File: src/rtl/fb_scanout_if.sv
// Framebuffer scanout bundle: framebuffer read port plus the VGA DAC pins
// and the frame-timing flags consumed by the drawing side.
interface fb_scanout_if;
    logic [16:0] mem_addr;
    logic [2:0]  mem_rdata;
    logic        VGA_CLK;
    logic        VGA_HS;
    logic        VGA_VS;
    logic        VGA_BLANK_N;
    logic        VGA_SYNC_N;
    logic [9:0]  VGA_R;
    logic [9:0]  VGA_G;
    logic [9:0]  VGA_B;
    logic        frame_start;
    logic        vblank;

    // Scanout engine side: drives the address and all video outputs.
    modport master (
        output mem_addr,
        input  mem_rdata,
        output VGA_CLK,
        output VGA_HS,
        output VGA_VS,
        output VGA_BLANK_N,
        output VGA_SYNC_N,
        output VGA_R,
        output VGA_G,
        output VGA_B,
        output frame_start,
        output vblank
    );

    // Framebuffer / display side: returns colour, observes the video pins.
    modport slave (
        input  mem_addr,
        output mem_rdata,
        input  VGA_CLK,
        input  VGA_HS,
        input  VGA_VS,
        input  VGA_BLANK_N,
        input  VGA_SYNC_N,
        input  VGA_R,
        input  VGA_G,
        input  VGA_B,
        input  frame_start,
        input  vblank
    );
endinterface

File: src/rtl/fb_scanout.sv
// 640x480@60 VGA scanout of a 320x240 3-bit framebuffer with 2x2 pixel
// replication. Runs from a 50 MHz clock with a divide-by-two pixel enable;
// free-running after reset, no handshake. The framebuffer RAM is synchronous
// with one cycle of read latency, which the pixel-enable phase hides: the
// address settles after a pixel edge, the RAM samples it on the following
// off-phase edge, and the colour is captured on the next pixel edge.
// The timing parameters default to the standard 640x480 mode; the row stride
// of the framebuffer is half the visible line width.
module fb_scanout #(
    parameter int H_VISIBLE    = 640,
    parameter int H_SYNC_START = 656,
    parameter int H_SYNC_END   = 751,
    parameter int H_TOTAL      = 800,
    parameter int V_VISIBLE    = 480,
    parameter int V_SYNC_START = 490,
    parameter int V_SYNC_END   = 491,
    parameter int V_TOTAL      = 525
) (
    input  logic          clk,
    input  logic          resetn,
    fb_scanout_if.master  vga
);

    localparam logic [9:0]  H_LAST    = 10'(H_TOTAL - 1);
    localparam logic [9:0]  V_LAST    = 10'(V_TOTAL - 1);
    localparam logic [9:0]  H_VIS     = 10'(H_VISIBLE);
    localparam logic [9:0]  V_VIS     = 10'(V_VISIBLE);
    localparam logic [9:0]  HS_FIRST  = 10'(H_SYNC_START);
    localparam logic [9:0]  HS_LAST   = 10'(H_SYNC_END);
    localparam logic [9:0]  VS_FIRST  = 10'(V_SYNC_START);
    localparam logic [9:0]  VS_LAST   = 10'(V_SYNC_END);
    localparam logic [16:0] FB_STRIDE = 17'(H_VISIBLE / 2);

    // Timing state
    logic        pix_en;
    logic [9:0]  h;
    logic [9:0]  v;
    logic [16:0] row_base;

    // Registered video outputs
    logic        hs_q;
    logic        vs_q;
    logic        blank_n_q;
    logic [2:0]  colour_q;
    logic        frame_start_q;

    // Decodes of the current (pre-advance) counter state
    logic        h_wrap;
    logic        v_wrap;
    logic        visible;
    logic        hsync_active;
    logic        vsync_active;
    logic [8:0]  fb_x;

    // Counter decodes used by every register below.
    always_comb begin
        h_wrap       = (h == H_LAST);
        v_wrap       = (v == V_LAST);
        visible      = (h < H_VIS) && (v < V_VIS);
        hsync_active = (h >= HS_FIRST) && (h <= HS_LAST);
        vsync_active = (v >= VS_FIRST) && (v <= VS_LAST);
        fb_x         = h[9:1];
    end

    // Pixel enable: toggles every clock, giving the 25 MHz pixel phase.
    always_ff @(posedge clk or negedge resetn) begin
        if (!resetn) begin
            pix_en <= 1'b0;
        end else begin
            pix_en <= ~pix_en;
        end
    end

    // Horizontal and vertical counters; a joint wrap is one event to (0,0).
    always_ff @(posedge clk or negedge resetn) begin
        if (!resetn) begin
            h <= '0;
            v <= '0;
        end else if (pix_en) begin
            if (h_wrap) begin
                h <= '0;
                if (v_wrap) begin
                    v <= '0;
                end else begin
                    v <= v + 10'd1;
                end
            end else begin
                h <= h + 10'd1;
            end
        end
    end

    // Row base = y*stride kept incrementally: bump when leaving an odd line
    // (y = v/2 changes), clear on frame wrap.
    always_ff @(posedge clk or negedge resetn) begin
        if (!resetn) begin
            row_base <= '0;
        end else if (pix_en && h_wrap) begin
            if (v_wrap) begin
                row_base <= '0;
            end else if (v[0]) begin
                row_base <= row_base + FB_STRIDE;
            end
        end
    end

    // Sync, blank and colour register together from the same counter state
    // so they stay aligned with one pixel of output latency.
    always_ff @(posedge clk or negedge resetn) begin
        if (!resetn) begin
            hs_q      <= 1'b1;
            vs_q      <= 1'b1;
            blank_n_q <= 1'b0;
            colour_q  <= 3'b000;
        end else if (pix_en) begin
            hs_q      <= ~hsync_active;
            vs_q      <= ~vsync_active;
            blank_n_q <= visible;
            colour_q  <= visible ? vga.mem_rdata : 3'b000;
        end
    end

    // One-clock pulse on the clock after the counters wrap to (0,0).
    always_ff @(posedge clk or negedge resetn) begin
        if (!resetn) begin
            frame_start_q <= 1'b0;
        end else begin
            frame_start_q <= pix_en && h_wrap && v_wrap;
        end
    end

    // Framebuffer address and output pins; the address parks at 0 while
    // blanked so it never leaves the framebuffer.
    always_comb begin
        vga.mem_addr    = visible ? (row_base + {8'd0, fb_x}) : 17'd0;
        vga.VGA_CLK     = pix_en;
        vga.VGA_HS      = hs_q;
        vga.VGA_VS      = vs_q;
        vga.VGA_BLANK_N = blank_n_q;
        vga.VGA_SYNC_N  = 1'b1;
        vga.VGA_R       = {10{colour_q[2]}};
        vga.VGA_G       = {10{colour_q[1]}};
        vga.VGA_B       = {10{colour_q[0]}};
        vga.frame_start = frame_start_q;
        vga.vblank      = (v >= V_VIS);
    end

endmodule

File: src/flat_wrapper.sv
// flat-port wrapper written by rule: the top's interface ports become plain ports
module fb_scanout_flat 
#(
    parameter int H_VISIBLE    = 640,
    parameter int H_SYNC_START = 656,
    parameter int H_SYNC_END   = 751,
    parameter int H_TOTAL      = 800,
    parameter int V_VISIBLE    = 480,
    parameter int V_SYNC_START = 490,
    parameter int V_SYNC_END   = 491,
    parameter int V_TOTAL      = 525
)
  (clk, resetn, vga_mem_addr, vga_mem_rdata, vga_VGA_CLK, vga_VGA_HS, vga_VGA_VS, vga_VGA_BLANK_N, vga_VGA_SYNC_N, vga_VGA_R, vga_VGA_G, vga_VGA_B, vga_frame_start, vga_vblank);
  fb_scanout_if vga_i ();
  input  logic clk;
  input  logic resetn;
  output wire logic [$bits(vga_i.mem_addr)-1:0] vga_mem_addr;
  input wire logic [$bits(vga_i.mem_rdata)-1:0] vga_mem_rdata;
  output wire logic [$bits(vga_i.VGA_CLK)-1:0] vga_VGA_CLK;
  output wire logic [$bits(vga_i.VGA_HS)-1:0] vga_VGA_HS;
  output wire logic [$bits(vga_i.VGA_VS)-1:0] vga_VGA_VS;
  output wire logic [$bits(vga_i.VGA_BLANK_N)-1:0] vga_VGA_BLANK_N;
  output wire logic [$bits(vga_i.VGA_SYNC_N)-1:0] vga_VGA_SYNC_N;
  output wire logic [$bits(vga_i.VGA_R)-1:0] vga_VGA_R;
  output wire logic [$bits(vga_i.VGA_G)-1:0] vga_VGA_G;
  output wire logic [$bits(vga_i.VGA_B)-1:0] vga_VGA_B;
  output wire logic [$bits(vga_i.frame_start)-1:0] vga_frame_start;
  output wire logic [$bits(vga_i.vblank)-1:0] vga_vblank;
  assign vga_mem_addr = vga_i.mem_addr;
  assign vga_i.mem_rdata = vga_mem_rdata;
  assign vga_VGA_CLK = vga_i.VGA_CLK;
  assign vga_VGA_HS = vga_i.VGA_HS;
  assign vga_VGA_VS = vga_i.VGA_VS;
  assign vga_VGA_BLANK_N = vga_i.VGA_BLANK_N;
  assign vga_VGA_SYNC_N = vga_i.VGA_SYNC_N;
  assign vga_VGA_R = vga_i.VGA_R;
  assign vga_VGA_G = vga_i.VGA_G;
  assign vga_VGA_B = vga_i.VGA_B;
  assign vga_frame_start = vga_i.frame_start;
  assign vga_vblank = vga_i.vblank;
  fb_scanout #(.H_VISIBLE(H_VISIBLE), .H_SYNC_START(H_SYNC_START), .H_SYNC_END(H_SYNC_END), .H_TOTAL(H_TOTAL), .V_VISIBLE(V_VISIBLE), .V_SYNC_START(V_SYNC_START), .V_SYNC_END(V_SYNC_END), .V_TOTAL(V_TOTAL)) u_core (.clk(clk), .resetn(resetn), .vga(vga_i));
endmodule
File: config.mk
export PLATFORM = sky130hd
export DESIGN_NAME = fb_scanout_flat
export DESIGN_NICKNAME = d
export VERILOG_FILES = /design/src/rtl/fb_scanout_if.sv /design/src/rtl/fb_scanout.sv /design/src/flat_wrapper.sv
export SDC_FILE = /design/constraint.sdc
export NUM_CORES = 1
export LEC_CHECK = 0
export CAP_MARGIN = 40
export CORE_MARGIN = 2
export CORE_UTILIZATION = 40
export DETAILED_ROUTE_END_ITERATION = 8
export GPL_ROUTABILITY_DRIVEN = 0
export PLACE_DENSITY = 0.66
export SLEW_MARGIN = 10
export SYNTH_ARGS = -nofsm -noshare
export SYNTH_HDL_FRONTEND = slang
export SYNTH_SLANG_ARGS = --single-unit
File: constraint.sdc
create_clock -name clk -period 3.1 [get_ports clk]
set_input_delay 0.31 -clock clk [delete_from_list [all_inputs] [get_ports clk]]
set_output_delay 0.31 -clock clk [all_outputs]
set_load 0.01 [all_outputs]
==> results of run 1 <==
stage by stage:
stage	hold WS [ps]	setup slack (ps)
2_1_floorplan	14.41	989.6
3_3_place_gp	469.1	437.2
3_5_place_dp	255.9	414.1
4_1_cts	471.8	88.76
5_1_grt	502.4	18.81
6_report	464.8	146.8
placed cells by master (no fill, tap or decap), drive strengths merged, types with 2 or more instances in the layout:
cell type / count
or2: 3
nand3: 15
ha: 9
or4b: 2
xor2: 5
nor2: 13
mux2: 2
a31oi: 2
clkdlybuf4s50: 54
o2bb2ai: 3
o21a: 4
o31a: 2
o22a: 2
o41ai: 2
nor4: 5
or3: 5
buf: 6
nor4b: 2
a21o: 2
clkbuf: 8
xnor2: 8
dfstp: 2
o31ai: 11
dfrtp: 37
nand2: 14
a22o: 2
nand4: 5
nor3: 6
a21oi: 18
inv: 11
and3: 2
and2: 10
o21ai: 13
mux2i: 2
and4: 2
or4: 10
dlymetal6s2s: 2
cells by family after synthesis:
logic type,count (synthesis),synth area share [%]
compound gates,65,16.59
xor+xnor,13,4.362
fa+ha+maj,9,4.315
buf+inv,52,12.32
flops,39,37.49
mux,4,1.630
other cells,1,0.1437
simple gates,96,23.15
cell type report:
| class | count | area [um^2] | share of cell area (%) |
|---|---|---|---|
| tap | 77 | 96.34 | 3.070 |
| inverter | 11 | 41.29 | 1.316 |
| timing repair buffer | 63 | 630.6 | 20.10 |
| clock buffer | 8 | 80.08 | 2.552 |
| multi-input combinational | 188 | 1310 | 41.75 |
| sequential | 39 | 979.7 | 31.22 |
worst max path at each step:
stage                startpoint                to  slack, ps  cells after the start
floorplan           u_core.h[8]  vga_mem_addr[16]        990                      6
global placement    u_core.h[8]  vga_mem_addr[16]        440                      7
detailed placement  u_core.h[8]  vga_mem_addr[16]        410                      7
CTS                 u_core.h[8]  vga_mem_addr[16]         90                      7
global route        u_core.h[8]  vga_mem_addr[15]         20                      7
finish              u_core.h[8]  vga_mem_addr[15]        150                      7
worst max-delay path: stages (launching register included):
cell             delay (ps)
dfrtp_2                 450
ha_1                    320
a21o_1                  150
a21oi_1                  70
buf_4                   180
or4_1                   470
a21oi_1                 150
clkdlybuf4s50_1         550
repair_timing:
item / 4_1_cts / 5_1_grt
setup buffers: 0 / 0
hold buffers: 1 / 0
hold endpoints to repair: 12 / 0
resized for setup: 0 / 3
setup endpoints to repair: 0 / 4
flip-flops by register name, indices dropped and copies added (netlist names):
signal,flops
u_core.colour_q,3
u_core.h,10
u_core.row_base,11
u_core.v,10
u_core.vga.VGA_BLANK_N,1
u_core.vga.VGA_CLK,1
u_core.vga.VGA_HS,1
u_core.vga.VGA_VS,1
u_core.vga.frame_start,1
routing by layer:
| metal | track usage, % | vias to the layer above |
|---|---|---|
| met4 | 5.195 | 0 |
| met5 | 0 | - |
| met2 | 24.70 | 54 |
| li1 | - | 1050 |
| met3 | 2.852 | 7 |
| met1 | 20.48 | 1003 |
power by group through the flow:
stage | Sequential, mW | Clock [mW] | Combinational [mW]
finish | 0.515 | 0.332 | 0.0696
global route | 0.516 | 0.364 | 0.0749
CTS | 0.516 | 0.344 | 0.0716
detailed placement | 0.526 | 0 | 0.0706
global placement | 0.525 | 0 | 0.0669
floorplan | 0.526 | 0 | 0.0381
==> impl_metrics.py, run 1 <==
metrics = {
    "run_status": {
        "run_status": "finished, final reports clean",
    },
    "synthesis": {
        "yosysUniqueCellTypes": 54,
        "yosysTopAreaCellShare_pct": 35.47,
        "yosysMostFrequentCell": "dfrtp_1",
        "synth_commonest_cells": "dfrtp_1, buf_4, a21oi_1, nand2_1, nand3_1",
        "synth_top_area_cell": "dfrtp_1",
        "synth_fp_nets": 293,
        "netlist_area_mm2": 0.002610,
        "avgSynthCellArea_um2": 9.355,
        "ys_seq_area_share_pct": 37.49,
        "synth-async-reset-ratio_pct": 100.0,
        "synth_edf_count": 0,
        "yosysWarnings": 0,
        "ys_seq_elements": 39,
        "synth-main-ff-cell": "dfrtp_1",
        "syn-instance-count": 279,
        "ys_top_cells_by_area": "dfrtp_1, buf_4, ha_1",
    },
    "clocking": {
        "cts-root-buf": "clkbuf_8",
        "insertion_delay_ps": 290,
        "tritoncts": "yes",
        "cts.clk_slew.worst_paths_ps": 70,
        "cts_buffer_depth": 2,
        "clock-sinks": 39,
        "cts_made_buffers": 5,
        "cts.htree.levels": 2,
    },
    "timing": {
        "setup_viol": 0,
        "worst_pin_slew_ps": 526.5,
        "min_period_ps": 2953,
        "finalSetupTns_ps": 0,
        "clock_skew_ps": 4.939,
        "period_share_pct": 95.26,
        "grt_setup_unrepaired": "false",
        "fmax_mhz": 338.6,
        "relSlewSlack_pct": 64.77,
        "slew_violations": 0,
        "hold_viol": 0,
    },
    "placed_design": {
        "dp_hpwl_mm": 3.801,
        "dp.cells": 377,
        "io_buffers": 57,
        "place_area_mm2": 0.003042,
    },
    "route": {
        "postRouteAntennaNets": 0,
        "avgRoutedWirePerCell_um": 13.88,
        "dr.pass1.iters": 4,
        "wl_met3_um": 257,
        "wl_met1_mm": 2.540,
        "vias_per_cell": 5.477,
        "drc": 0,
        "vias": 2114,
        "met2_length_mm": 2.479,
        "drtIter0Drc": 84,
        "wl_mm": 5.359,
        "dr.max_layer_used": "met4",
    },
    "die": {
        "coreArea_mm2": 0.006314,
        "io_pins": 59,
        "die_area_mm2": 0.007187,
        "start_util_pct": 41.34,
        "fp-row-count": 29,
        "die_w_um": 84.78,
        "die_y_um": 84.78,
    },
    "pwr": {
        "leakagePower_nw": 1.313,
        "total_power_mw": 0.9172,
        "power_density_mw_per_mm2": 292.3,
        "power.clock.fraction_pct": 36.2,
        "pwr-share-comb_pct": 7.6,
        "power.share.switching_pct": 22.50,
        "peakVddDrop_uv": 150.7,
        "p_sw_mw": 0.2064,
        "power.internal_mw": 0.7108,
        "seqPwrFrac_pct": 56.2,
    },
    "critical_path": {
        "r2r_slack_ps": 1070,
        "reg2reg_to": "u_core.row_base[14]",
        "timing.rr.start": "u_core.v[0]",
        "cp_data_arrival_time_ps": 2640,
        "cp-end-kind": "primary output",
        "critical_path.max_fanout": 15,
        "setup.worst_path.start_class": "register",
        "cp.required_ps": 2790,
        "r2r_cells": 7,
        "worstSetupPathType": "register to primary output",
    },
    "cells_and_area": {
        "fin_cells": 386,
        "design_area_mm2": 0.003138,
        "diodes": 0,
        "fin_util_pct": 49.70,
        "nets": 322,
        "drive_above_1_share_pct": 8.414,
        "syn_to_final_growth_pct": 20.23,
        "fill_cells": 601,
    },
    "global_routing": {
        "grt_usage_pct": 15.22,
        "grt_pass1_wl_mm": 8.935,
        "grt_max_degree": 35,
        "grt_pass1_vias": 1845,
        "grt_antenna_before_repair": 0,
        "grt.overflow.total": 0,
    },
    "worst_hold_path": {
        "hp-class": "input port to async pin",
    },
    "flow_run": {
        "maxCapViolCount": 0,
    },
}
(Power assumes the default switching activity.)
==> run 2, diff against run 1 <==
--- a/config.mk
+++ b/config.mk
@@ -5,6 +5,7 @@
 export SDC_FILE = /design/constraint.sdc
 export NUM_CORES = 1
 export LEC_CHECK = 0
+export ABC_CLOCK_PERIOD_IN_PS = 3100
 export CAP_MARGIN = 40
 export CORE_MARGIN = 2
 export CORE_UTILIZATION = 40
==> results of run 2 <==
No change in the layout: final DEF, timing and power equal those of run 1.
==> run 3, diff against run 2 <==
--- a/config.mk
+++ b/config.mk
@@ -5,13 +5,14 @@
 export SDC_FILE = /design/constraint.sdc
 export NUM_CORES = 1
 export LEC_CHECK = 0
+export ABC_AREA = 1
 export ABC_CLOCK_PERIOD_IN_PS = 3100
 export CAP_MARGIN = 40
 export CORE_MARGIN = 2
 export CORE_UTILIZATION = 40
 export DETAILED_ROUTE_END_ITERATION = 8
 export GPL_ROUTABILITY_DRIVEN = 0
-export PLACE_DENSITY = 0.66
+export PLACE_DENSITY = 0.65
 export SLEW_MARGIN = 10
 export SYNTH_ARGS = -nofsm -noshare
 export SYNTH_HDL_FRONTEND = slang
==> impl_metrics.py, run 3 <==
metrics = {
    "run_status": {
        "run_status": "finished, final reports clean",
    },
    "pwr": {
        "leakagePower_nw": 1.513,
        "power_density_mw_per_mm2": 287.3,
        "peakVddDrop_uv": 194.0,
    },
    "synthesis": {
        "syn-instance-count": 375,
        "synth-main-ff-cell": "dfrtp_1",
        "yosysWarnings": 0,
        "synth_fp_nets": 389,
        "synth-async-reset-ratio_pct": 100.0,
        "synth_xor_area_share_pct": 4.207,
        "ys_seq_elements": 39,
        "synth_compound_area_share_pct": 7.859,
        "synthAdderAreaFrac_pct": 4.161,
        "synthMuxAreaShare_pct": 0,
        "netlist_area_mm2": 0.002706,
        "synth_commonest_cells": "nand2_1, nor2_1, inv_1, dfrtp_1, buf_4",
        "synth_top_area_cell": "dfrtp_1",
        "ys_top_cells_by_area": "dfrtp_1, nand2_1, buf_4",
        "synth_edf_count": 0,
        "avgSynthCellArea_um2": 7.217,
        "ys_seq_area_share_pct": 36.15,
        "yosysMostFrequentCell": "nand2_1",
        "yosysTopAreaCellShare_pct": 34.21,
        "synthSimpleGateAreaFrac_pct": 31.62,
        "synth_top_family_by_area": "simple AND/OR/NAND/NOR gates",
        "yosysUniqueCellTypes": 34,
    },
    "cells_and_area": {
        "nets": 421,
        "layout_commonest_cell": "nand2_1",
        "multi_input_area_mm2": 0.001299,
        "drive_above_1_share_pct": 7.843,
        "diodes": 0,
        "largest_register_ffs": 11,
        "mostFrequentLayoutCells": "nand2_1, nor2_1, clkdlybuf4s50_1, inv_1, dfrtp_1",
        "regArea_um2": 978.4,
        "syn_to_final_growth_pct": 19.00,
        "reg_top3": "u_core.row_base (11), u_core.h (10), u_core.v (10)",
        "fill_cells": 629,
        "top_register": "u_core.row_base",
    },
    "critical_path": {
        "slowest_delay_ps": 560,
        "cp-end-kind": "primary output",
        "cp_cell_sequence": "ha_1 -> nand2_1 -> nand2_1 -> nand2_1 -> nand2_1 -> inv_1 -> nor2_1 -> nor2_1 -> nor3_1 -> clkdlybuf4s50_1",
        "reg2reg_to": "u_core.v[6]",
        "cp.required_ps": 2790,
        "worstSetupPathType": "register to primary output",
        "r2r_cells": 6,
        "setup.worst_path.start_class": "register",
        "r2r_slack_ps": 1190,
        "timing.rr.start": "u_core.h[0]",
        "crit_family": "simple AND/OR/NAND/NOR gates",
        "cpMostUsedCell": "nand2_1",
        "cp_data_arrival_time_ps": 2420,
        "crit_buf_inv": 2,
        "critical_path.max_fanout": 5,
        "critPathSlowestCell": "clkdlybuf4s50_1",
    },
    "clocking": {
        "post_cts_resized": 0,
        "insertion_delay_ps": 300,
        "tritoncts": "yes",
        "post_cts_buffers": 0,
        "cts.htree.levels": 2,
        "postCtsHoldBufs": 1,
        "clock-sinks": 39,
        "cts_made_buffers": 5,
        "cts-root-buf": "clkbuf_8",
        "cts_buffer_depth": 2,
        "cts.clk_slew.worst_paths_ps": 70,
    },
    "route": {
        "vias_per_cell": 4.829,
        "dr.pass1.iters": 4,
        "drc": 0,
        "postRouteAntennaNets": 0,
        "drtIter0Drc": 145,
        "wl_mm": 5.706,
        "avgRoutedWirePerCell_um": 11.76,
        "vias": 2342,
    },
    "placed_design": {
        "dp_hpwl_mm": 4.289,
        "post-place-ws_ps": 698.5,
        "io_buffers": 57,
    },
    "die": {
        "fp-row-count": 29,
        "die_area_mm2": 0.007440,
        "die_w_um": 86.26,
        "die_y_um": 86.26,
        "io_pins": 59,
        "start_util_pct": 41.90,
        "coreArea_mm2": 0.006459,
    },
    "global_routing": {
        "grt_usage_pct": 16.35,
        "grt_pass1_vias": 2049,
        "busiest_layer": "met2",
        "grt_antenna_before_repair": 0,
        "grt_util_met2_pct": 26.71,
        "grt_use_met1_pct": 21.48,
        "grt.overflow.total": 0,
        "grt_pass1_wl_mm": 9.618,
        "grt_max_degree": 32,
        "grt.met3_usage_pct": 3.333,
    },
    "worst_hold_path": {
        "hp-class": "input port to async pin",
    },
    "timing": {
        "setup_viol": 0,
        "clock_skew_ps": 2.765,
        "hold_viol": 0,
        "finalSetupTns_ps": 0,
        "fmax_mhz": 366.5,
        "relSlewSlack_pct": 51.45,
        "grt_setup_unrepaired": "false",
        "slew_violations": 0,
        "worst_slack_ps": 371.4,
        "worst_pin_slew_ps": 726.2,
        "min_period_ps": 2729,
        "period_share_pct": 88.02,
    },
    "flow_run": {
        "maxCapViolCount": 0,
    },
}
-- run 3: cell count changes in the layout (fill, tap and decap cells not counted), sizes merged, moves of 9 or more --
cell / previous run / this run
o21ai: 13 / 22
a21oi: 18 / 7
or4: 10 / 0
nand2: 14 / 103
o31ai: 11 / 1
and2: 10 / 0
nand3: 15 / 25
nor2: 13 / 60
inv: 11 / 40
-- run 3: cells by family after synthesis --
family,after synthesis
fa+ha+maj,9
buf+inv,77
compound gates,34
simple gates,202
flops,39
xor+xnor,13
other cells,1
-- run 3: how the worst max path moves through the flow --
stage	from	depth (start not counted)	slack, ps	endpoint
after floorplan	u_core.h[8]	9	1250	vga_mem_addr[11]
after global placement	u_core.h[8]	10	750	vga_mem_addr[11]
after detailed placement	u_core.h[8]	10	700	vga_mem_addr[11]
after CTS	u_core.h[8]	10	360	vga_mem_addr[11]
after global routing	u_core.h[8]	10	190	vga_mem_addr[11]
final	u_core.h[8]	10	370	vga_mem_addr[11]
-- run 3: worst reg2reg max path: cells and delay by family (launching register included) --
family / cells / cell delay [ps]
xor+xnor: 1 / 170
flops: 1 / 380
fa+ha+maj: 1 / 190
simple gates: 4 / 1100
-- run 3: per-stage QoR --
step | area (um^2) | power [mW] | hold WS, ps | instances | util [%]
finish | 3221 | 0.9252 | 416.0 | 485 | 49.86
global route | 3221 | 0.9748 | 424.7 | 485 | 49.86
CTS | 3221 | 0.9466 | 401.5 | 485 | 49.86
detailed placement | 3129 | 0.5963 | 201.8 | 476 | 48.45
global placement | 3109 | 0.5920 | 468.5 | 475 | 48.14
floorplan | 2706 | 0.5639 | 14.41 | 375 | -
-- run 3: final cells by class --
type                            count  share of cell area (%)
Tap cell                           77                   2.991
Inverter                           42                   5.051
Sequential cell                    39                   30.38
Multi-Input combinational cell    259                   40.33
Timing Repair Buffer               60                   18.73
Clock inverter                      1                  0.1554
Clock buffer                        7                   2.370
-- run 3: layer usage --
metal  wire [um]  share of wire (%)  vias to the layer above
met5           0                  0                        -
met4          87                1.5                        0
met3         253                4.4                        6
met2        2693                 47                       65
met1        2670                 47                     1056
li1            -                  -                     1215
-- run 3: report_power, final --
| part | leakage (nW) | switching, mW | internal [mW] |
|---|---|---|---|
| Clock | 0.0422 | 0.182 | 0.158 |
| Combinational | 0.959 | 0.0300 | 0.0402 |
| Sequential | 0.512 | 0.00480 | 0.510 |
